$ cat config.mk
export PLATFORM = sky130hd
export DESIGN_NAME = sha256_mem_1r1w_fifo_ctrl
export DESIGN_NICKNAME = d
export VERILOG_FILES = /design/src/rtl/sha256_mem_1r1w_fifo_ctrl.sv
export SDC_FILE = /design/constraint.sdc
export NUM_CORES = 1
export LEC_CHECK = 0
export CAP_MARGIN = 10
export CORE_ASPECT_RATIO = 0.9
export CORE_MARGIN = 10
export CORE_UTILIZATION = 28
export DETAILED_ROUTE_END_ITERATION = 16
export GPL_TIMING_DRIVEN = 0
export PLACE_DENSITY = 0.95
export SLEW_MARGIN = 20
export SYNTH_ARGS = -nofsm -noshare
export SYNTH_HDL_FRONTEND = slang
export SYNTH_SLANG_ARGS = --single-unit
$ cat constraint.sdc
create_clock -name clk_i -period 5.07 [get_ports clk_i]
set_input_delay 0.507 -clock clk_i [delete_from_list [all_inputs] [get_ports clk_i]]
set_output_delay 0.507 -clock clk_i [all_outputs]
set_load 0.05 [all_outputs]
$ cat src/rtl/sha256_mem_1r1w_fifo_ctrl.sv
// FIFO controller driving an external 1r1w RAM (async read), ready/valid in, valid/yumi out.
// Optional occupancy counter enabled by defining SHA256_FIFO_COUNT_EN.
module sha256_mem_1r1w_fifo_ctrl #(
   parameter int width_p        = 32,
   parameter int els_p          = 16,
   parameter int addr_width_lp  = (els_p > 1) ? $clog2(els_p) : 1,
   parameter int count_width_lp = (els_p + 1 > 1) ? $clog2(els_p + 1) : 1
) (
   input  logic                      clk_i,
   input  logic                      reset_n_i,
   input  logic                      v_i,
   input  logic [width_p-1:0]        data_i,
   output logic                      ready_o,
   output logic                      v_o,
   output logic [width_p-1:0]        data_o,
   input  logic                      yumi_i,
   output logic [count_width_lp-1:0] count_o,
   output logic                      w_v_o,
   output logic [addr_width_lp-1:0]  w_addr_o,
   output logic [width_p-1:0]        w_data_o,
   output logic                      r_v_o,
   output logic [addr_width_lp-1:0]  r_addr_o,
   input  logic [width_p-1:0]        r_data_i
);

   localparam logic [addr_width_lp-1:0] last_lp = addr_width_lp'(els_p - 1);

   logic [addr_width_lp-1:0] wptr_q, wptr_d, rptr_q, rptr_d;
   logic [addr_width_lp-1:0] wptr_inc, rptr_inc;
   logic                     full_q, full_d, empty_q, empty_d;
   logic                     enq, deq;

   // Reset gating keeps the RAM write port quiet while reset is held.
   always_comb begin
      enq      = v_i & ~full_q & reset_n_i;
      deq      = yumi_i & ~empty_q;
      wptr_inc = (wptr_q == last_lp) ? '0 : wptr_q + addr_width_lp'(1);
      rptr_inc = (rptr_q == last_lp) ? '0 : rptr_q + addr_width_lp'(1);
   end

   always_comb begin
      wptr_d  = enq ? wptr_inc : wptr_q;
      rptr_d  = deq ? rptr_inc : rptr_q;
      full_d  = full_q;
      empty_d = empty_q;
      if (enq && !deq) begin
         empty_d = 1'b0;
         full_d  = (wptr_inc == rptr_q);
      end else if (deq && !enq) begin
         full_d  = 1'b0;
         empty_d = (rptr_inc == wptr_q);
      end
   end

   always_ff @(posedge clk_i or negedge reset_n_i) begin
      if (!reset_n_i) begin
         wptr_q  <= '0;
         rptr_q  <= '0;
         full_q  <= 1'b0;
         empty_q <= 1'b1;
      end else begin
         wptr_q  <= wptr_d;
         rptr_q  <= rptr_d;
         full_q  <= full_d;
         empty_q <= empty_d;
      end
   end

   always_comb begin
      ready_o  = ~full_q;
      v_o      = ~empty_q;
      w_v_o    = enq;
      w_addr_o = wptr_q;
      w_data_o = data_i;
      r_v_o    = ~empty_q;
      r_addr_o = rptr_q;
      data_o   = r_data_i;
   end

`ifdef SHA256_FIFO_COUNT_EN
   logic [count_width_lp-1:0] count_q, count_d;

   always_comb begin
      count_d = count_q;
      if (enq && !deq)      count_d = count_q + count_width_lp'(1);
      else if (deq && !enq) count_d = count_q - count_width_lp'(1);
   end

   always_ff @(posedge clk_i or negedge reset_n_i) begin
      if (!reset_n_i) count_q <= '0;
      else            count_q <= count_d;
   end

   assign count_o = count_q;
`else
   assign count_o = '0;
`endif

`ifndef SYNTHESIS
   // A yumi with nothing to dequeue is a consumer bug; the RTL ignores it.
   always @(posedge clk_i) begin
      if (reset_n_i) begin
         assert (!(yumi_i && empty_q))
            else $error("yumi_i asserted while FIFO empty");
      end
   end
`endif

endmodule

==> results of run 1 <==
[state kept, by name, indices dropped and copies added, names as in the netlist]
register and flops:
full_q 1, empty_q 1, w_addr_o 4, r_addr_o 4
[synth_stat cells]
master,instances
and3b_1,1
inv_1,3
and4b_1,2
nand2_1,7
xnor2_1,6
a32o_1,1
nor4_1,1
a211oi_2,2
a32o_2,1
mux2_2,2
a31oi_1,2
conb_1,1
a21oi_1,2
nor4b_1,1
dfstp_2,1
xor2_1,4
a311oi_1,1
dfrtp_1,9
a21o_1,1
buf_4,72
nor2b_1,3
clkbuf_1,1
buf_6,1
ha_1,3
xnor2_4,1
o21ai_0,4
nand4_1,2
[worst max path at each step]
| stage | start | to | slack, ps |
|---|---|---|---|
| global route | reset_n_i | w_v_o | 1710 |
| global placement | reset_n_i | w_v_o | 1860 |
| finish | reset_n_i | w_v_o | 1870 |
| detailed placement | reset_n_i | w_v_o | 1860 |
| CTS | reset_n_i | w_v_o | 1850 |
| floorplan | reset_n_i | full_q | 2910 |
[through the flow]
step / hold WS (ps) / std cells
2_1_floorplan: 211 / 139
4_1_cts: 526 / 270
5_1_grt: 548 / 270
6_report: 541 / 270
3_3_place_gp: 503 / 266
3_5_place_dp: 509 / 266
[cell type report]
class / count / area share (%)
Timing Repair Buffer: 79 / 37.2
Tap cell: 48 / 2.83
Clock buffer: 4 / 2.59
Sequential cell: 10 / 11.8
Inverter: 3 / 0.530
Multi-Input combinational cell: 52 / 18.8
Buffer: 74 / 26.1
[power groups by stage]
stage	Sequential, W	Combinational, W	Clock [W]
floorplan	0.000269	0.000427	0
global placement	0.000169	0.000699	0
detailed placement	0.000171	0.000713	0
CTS	0.000170	0.000716	0.000104
global route	0.000178	0.000755	0.000110
finish	0.000170	0.000711	0.000103
[worst max-delay path: cells and delay by family]
kind | cells | cell delay, ps
buf+inv | 3 | 1940
simple gates | 1 | 230
[cells by family after synthesis]
group / after synthesis / share of synthesized area [%]
buf+inv: 77 / 47.1
flops: 10 / 20.9
xor+xnor: 11 / 9.56
mux: 2 / 1.87
fa+ha+maj: 3 / 3.12
simple gates: 17 / 8.42
other cells: 1 / 0.312
compound gates: 14 / 8.73
[per-layer routing]
layer	track usage [%]	vias up	part of all wire, %
met5	0	-	0
met2	19.7	68	55
met4	2.38	0	0.97
met3	5.87	4	15
li1	-	541	-
met1	8.43	504	29
==> reports/qor.yml, run 1 <==
ff2ff_path_depth: 5
h-tree-depth: 1
max_freq_mhz: 312
p_comb_share_pct: 72.3
std_cell_rows: 22
netSwitchingFraction_pct: 51.6
grt_pass1_vias: 1240
vias: 1117
netlist_area_um2: 1200
ys_types: 27
cp_data_required_time_ps: 4560
routedWlPerCell_um: 15.2
die_h_um: 82.2
clock-sinks: 10
hold_path_class: "register to register"
yosysSeqAreaShare_pct: 20.9
pin_count: 149
pre_cts_ws_ps: 1860
worst_slew_margin_rel_pct: 64.7
rsz0062_at_grt: "false"
grt_max_degree: 12
final_core_util_pct: 51.8
worstPathArrival_ps: 2690
fillCellCount: 393
worstSetupPathType: "input port to output pin"
grtUsageTotal_pct: 10.0
mostFrequentLayoutCells: "clkdlybuf4s50_1 (79), buf_4 (72), dfrtp_1 (9)"
holdCritStartpoint: "full_q"
die_x_um: 89.1
synth_warnings: 0
crit_path_cell_trace: "clkdlybuf4s50_1, and3b_1, clkbuf_1, clkdlybuf4s50_1"
cp-start-kind: "input port"
status: "completed"
synthTopCellsByArea: "buf_4 (45%), dfrtp_1 (19%), xnor2_1 (4.4%)"
drv_cap: 0
grt_pass1_wl_um: 5900
core_area_um2: 4100
cts.clk_slew.worst_paths_ps: 50
antenna_cells: 0
antenna_found_initial: 0
setup_viol: 0
holdPathEnd: "full_q"
synthToLayoutAreaGrowth_pct: 76.5
cts_tree: "done"
grt_overflow: 0
ctsRootBufferMaster: "clkbuf_8"
drive_gt1_share_pct: 37.8
power.internal_w: 0.000476
initial_core_util_pct: 29.3
fin_crit_sh_pct: 63.1
syn_avg_cell_area_um2: 8.92
seqPwrFrac_pct: 17.3
hold_depth: 1
cpMostUsedCell: "clkdlybuf4s50_1"
design_area_um2: 2120
critPathCaptureType: "output pin"
cts_resized: 0
synth_top_cell_by_area: "buf_4"
syn_inst: 135
maxSlewViolCount: 0
r2r_start: "full_q"
finalCriticalPeriod_ps: 3200
tightest_slew_ps: 528
leakagePower_nw: 0.983
die_area_um2: 7320
p_switching_w: 0.000508
synth.top_cell.area_share_pct: 44.9
routed_wirelength_um: 4120
reg2reg_setup_slack_ps: 3200
postCtsSetupBuffers: 0
drt_iter0_drc: 44
crit_path_max_incr_delay_ps: 880
tns_ps: 0
hold_viol_final: 0
cpMaxStageDelayCell: "clkdlybuf4s50_1"
multi_input_area_um2: 400
power.density_nw_per_um2: 463
ant_nets: 0
cts_inserted_buffers: 3
clock_path_buffers: 2
dpl-instance-area_um2: 2070
portBuffers: 79
r2r-end: "full_q"
skew_ps: 2.58
layout.nets: 294
synth-seq-cells: 10
gp_congestion: 0.827
first_pass_iters: 4
p_clk_share_pct: 10.5
worstSkewPairLatency_ps: 240
setup_ws_ps: 1870
cts_hold_buf: 0
seqCellArea_um2: 251
place_hpwl_um: 3690
crit_path_max_fanout: 11
final_common_cell: "clkdlybuf4s50_1"
p_total_w: 0.000984
ir_drop_uv: 153
drc: 0
via_per_inst: 4.14
Power figures use the tool's default switching activity.
==> run 2, diff against run 1 <==
- CORE_UTILIZATION: 28 -> 26
- PLACE_DENSITY: 0.95 -> 0.9
- clock period: 5.07 -> 3.1 ns (I/O delays scaled with it)
==> reports/qor.yml, run 2 (synthesis results as in run 1) <==
worstSkewPairLatency_ps: 240  # about the same
cpMostUsedCell: "clkdlybuf4s50_1"
antenna_cells: 0  # unchanged
reg2reg_setup_slack_ps: 1230  # -1970 ps
ir_drop_uv: 263  # +72%
maxSlewViolCount: 0  # unchanged
cts_resized: 0  # unchanged
design_area_um2: 2140  # +0.82%
tightest_slew_ps: 520  # -8.79 ps
cp-start-kind: "input port"
crit_path_cell_trace: "clkdlybuf4s50_1, and3b_1, clkbuf_1, clkdlybuf4s50_1"
first_pass_iters: 2  # -2
via_per_inst: 3.86  # -6.7%
drive_gt1_share_pct: 37.8  # unchanged
finalCriticalPeriod_ps: 2810
worst_slew_margin_rel_pct: 65.2  # +0.59 points
gr-usage-met2_pct: 17.5  # -2.2 points
met3_usage_pct: 6.85  # +0.98 points
crit_path_max_fanout: 11  # unchanged
grt_pass1_wl_um: 6070  # +2.8%
cpMaxStageDelayCell: "clkdlybuf4s50_1"
dpl-instance-area_um2: 2090  # +0.85%
max_freq_mhz: 356
antenna_found_initial: 0  # unchanged
power.density_nw_per_um2: 747  # +61%
status: "completed"
die_x_um: 91.7  # +2.9%
grtUsageTotal_pct: 9.43  # -0.60 points
ff2ff_path_depth: 5  # unchanged
crit_path_max_incr_delay_ps: 880  # about the same
rsz0062_at_grt: "false"
h-tree-depth: 1  # unchanged
grt_pass1_vias: 1210  # -2.4%
cts_hold_buf: 0  # unchanged
synthToLayoutAreaGrowth_pct: 78.0
leakagePower_nw: 0.983  # unchanged
core_area_um2: 4460  # +8.8%
drc: 0  # unchanged
p_comb_share_pct: 72.3  # about the same
pin_count: 149  # unchanged
clock_path_buffers: 2  # unchanged
die_h_um: 84.6  # +2.9%
drv_cap: 0  # unchanged
skew_ps: 5.09  # +2.52 ps
crit_family: "buffers and inverters"
p_clk_share_pct: 10.5  # about the same
cts_tree: "done"
place_hpwl_um: 3630  # -1.6%
hold_path_class: "input port to asynchronous set/reset pin"
grt_max_degree: 12  # unchanged
clock-sinks: 10  # unchanged
cts.clk_slew.worst_paths_ps: 50  # about the same
critPathCaptureType: "output pin"
layout.nets: 294  # unchanged
setup_viol: 0  # unchanged
drt_iter0_drc: 56  # +27%
ctsRootBufferMaster: "clkbuf_8"
gp_congestion: 0.850  # +2.7%
busiest_layer: "met2"
die_area_um2: 7750  # +5.9%
seqPwrFrac_pct: 17.2  # about the same
hold_viol_final: 0  # unchanged
mostFrequentLayoutCells: "clkdlybuf4s50_1 (79), buf_4 (72), dfrtp_1 (9)"
cts_inserted_buffers: 3  # unchanged
netSwitchingFraction_pct: 51.3  # -0.25 points
grt_overflow: 0  # unchanged
final_common_cell: "clkdlybuf4s50_1"
std_cell_rows: 23  # +4.5%
fin_crit_sh_pct: 90.7
postCtsSetupBuffers: 0  # unchanged
portBuffers: 79  # unchanged
worstPathArrival_ps: 2500  # -190 ps
r2r_start: "full_q"
cp_data_required_time_ps: 2790  # -1770 ps
routed_wirelength_um: 4030  # -2.0%
r2r-end: "full_q"
tns_ps: 0  # unchanged
power.internal_w: 0.000778  # +63%
ant_nets: 0  # unchanged
met1_usage_pct: 8.12  # -0.31 points
p_switching_w: 0.000821  # +62%
routedWlPerCell_um: 14.2  # -6.8%
worst-path-buf-inv: 3  # unchanged
initial_core_util_pct: 27.0  # -2.4 points
vias: 1096  # -1.9%
worstSetupPathType: "input port to output pin"
==> run 2: metrics by stage <==
stage	hold WS [ps]	worst slack (ps)	cells	power (W)	util [%]
after floorplan	14.4	1030	139	0.00114	-
after global placement	502	279	280	0.00142	46.8
after detailed placement	513	246	280	0.00144	46.8
after CTS	428	245	284	0.00161	48.0
after global routing	453	134	284	0.00169	48.0
final	411	288	284	0.00160	48.0
==> run 2: cell type report <==
| class | instances | area, um2 |
|---|---|---|
| plain buffers | 74 | 556 |
| clock buffers | 4 | 55.1 |
| fillers | 425 | 2320 |
| inverters | 3 | 11.3 |
| multi-input cells | 52 | 400 |
| flip-flops and latches | 10 | 251 |
| well taps | 62 | 77.6 |
| repair buffers | 79 | 791 |
==> run 2: worst reg2reg max path: stages (launching register included) <==
cell	delay, ps
dfrtp_1	390
and3b_1	210
clkbuf_1	290
ha_1	340
nor4b_1	360
a32o_2	220
==> run 2: layer usage <==
| metal | share of wire (%) | wire [um] | vias up |
|---|---|---|---|
| met2 | 55 | 2220 | 65 |
| li1 | - | - | 541 |
| met3 | 14 | 584 | 2 |
| met4 | 0.45 | 18 | 0 |
| met5 | 0 | 0 | - |
| met1 | 30 | 1210 | 488 |
==> run 2: worst max path at each step <==
stage / cells past startpoint / startpoint / endpoint
final: 4 / reset_n_i / w_v_o
after detailed placement: 4 / reset_n_i / w_v_o
after global placement: 4 / reset_n_i / w_v_o
after CTS: 4 / reset_n_i / w_v_o
after floorplan: 5 / full_q / full_q
after global routing: 4 / reset_n_i / w_v_o
==> run 2: power by group through the flow <==
stage | Clock, W | Combinational (W) | Sequential, W
2_1_floorplan | 0 | 0.000698 | 0.000440
3_3_place_gp | 0 | 0.00114 | 0.000277
3_5_place_dp | 0 | 0.00116 | 0.000277
4_1_cts | 0.000171 | 0.00117 | 0.000276
5_1_grt | 0.000179 | 0.00122 | 0.000292
6_report | 0.000168 | 0.00116 | 0.000275
==> run 3, diff against run 2 <==
- CORE_ASPECT_RATIO: 0.9 -> 0.6
==> reports/qor.yml, run 3 (synthesis results as in run 1) <==
status: "completed"
drc: 0  # unchanged
crit_path_max_fanout: 11  # unchanged
postCtsSetupBuffers: 0  # unchanged
pin_count: 149  # unchanged
leakagePower_nw: 0.977  # -0.61%
grt_pass1_vias: 1186  # -2.0%
grt_overflow: 0  # unchanged
maxSlewViolCount: 0  # unchanged
ant_nets: 0  # unchanged
cts_hold_buf: 0  # unchanged
grt_max_degree: 12  # unchanged
via_per_inst: 3.97  # +2.8%
setup_viol: 0  # unchanged
skew_ps: 2.13  # -2.97 ps
place_hpwl_um: 3970  # +9.4%
ctsRootBufferMaster: "clkbuf_8"
drv_cap: 0  # unchanged
critPathCaptureType: "output pin"
layout.nets: 294  # unchanged
hold_viol_final: 0  # unchanged
cts_resized: 0  # unchanged
final_common_cell: "clkdlybuf4s50_1"
worstSetupPathType: "input port to output pin"
drive_gt1_share_pct: 37.4  # -0.45 points
max_freq_mhz: 357  # +0.44%
antenna_found_initial: 0  # unchanged
tightest_slew_ps: 537  # +17.5 ps
multi_input_area_um2: 400  # unchanged
cts_tree: "done"
std_cell_rows: 19  # -17%
die_h_um: 72.7  # -14%
core_area_um2: 4520  # +1.3%
finalCriticalPeriod_ps: 2800  # -12.2 ps
die_area_um2: 7840  # +1.1%
worstSkewPairLatency_ps: 240  # about the same
portBuffers: 79  # unchanged
routedWlPerCell_um: 15.2  # +7.0%
cts.clk_slew.worst_paths_ps: 50  # about the same
first_pass_iters: 4  # +2
initial_core_util_pct: 26.6  # -0.34 points
grtUsageTotal_pct: 10.2  # +0.75 points
antenna_cells: 0  # unchanged
die_x_um: 108  # +18%
power.density_nw_per_um2: 745  # -0.28%
drt_iter0_drc: 21  # -63%
worst_slew_margin_rel_pct: 64.1  # -1.2 points
cp-start-kind: "input port"
synthToLayoutAreaGrowth_pct: 77.2
hold_path_class: "input port to asynchronous set/reset pin"
tns_ps: 0  # unchanged
clock-sinks: 10  # unchanged
routed_wirelength_um: 4330  # +7.3%
worstPathArrival_ps: 2490  # about the same
vias: 1131  # +3.2%
gp_congestion: 0.821  # -3.3%
fin_crit_sh_pct: 90.3  # -0.39 points
final_core_util_pct: 47.2  # -0.79 points
cts_inserted_buffers: 3  # unchanged
rsz0062_at_grt: "false"
grt_pass1_wl_um: 6270  # +3.4%
fillCellCount: 445  # +4.7%
cp_data_required_time_ps: 2790  # about the same
clock_path_buffers: 2  # unchanged
mostFrequentLayoutCells: "clkdlybuf4s50_1 (79), buf_4 (72), dfrtp_1 (9)"
seqCellArea_um2: 251  # unchanged
hold_ws_ps: 399  # -11.3 ps
h-tree-depth: 1  # unchanged
ir_drop_uv: 210  # -20%
-- run 3: cell types whose count changed in the layout (fill, tap and decap cells not counted) --
cell	change
clkbuf_8	-1
clkbuf_1	+1
-- run 3: path summary, 6_finish.rpt --
kind	slack [ps]	cells past startpoint	to	startpoint
hold reg to reg	510	1	full_q	full_q
max in group asynchronous	2350	1	empty_q	reset_n_i
min in group clk_i	510	1	full_q	full_q
hold / removal	400	1	r_addr_o[2]	reset_n_i
setup / recovery	300	4	w_v_o	reset_n_i
setup reg to reg	1160	5	full_q	empty_q
-- run 3: final cells by class --
class	count	area share, %
multi-input combinational	52	18.8
buffer	74	26.0
sequential	10	11.8
timing repair buffer	79	37.1
inverter	3	0.528
tap	63	3.70
clock buffer	4	2.11
-- run 3: where the power goes --
group	internal, W	leakage, nW	switching (W)
clock network	0.0000901	0.0228	0.0000523
registers	0.000193	0.121	0.0000877
logic	0.000474	0.834	0.000692
-- run 3: critical path: stages --
cell and delay [ps]:
clkdlybuf4s50_1 770, and3b_1 220, clkbuf_1 300, clkdlybuf4s50_1 890
-- run 3: per-stage QoR --
stage | total power, W | cell area [um2] | worst slack (ps) | cells
CTS | 0.00160 | 2130 | 271 | 285
global route | 0.00168 | 2130 | 110 | 285
global placement | 0.00142 | 2090 | 281 | 281
finish | 0.00159 | 2130 | 300 | 285
detailed placement | 0.00145 | 2090 | 261 | 281
floorplan | 0.00114 | 1220 | 1030 | 139
-- run 3: layer usage --
layer	vias to the layer above	part of all wire (%)	GRT usage (%)
met4	0	1.0	2.65
met3	7	5.8	4.06
met1	546	28	8.43
li1	541	-	-
met2	37	65	21.7
met5	-	0	0
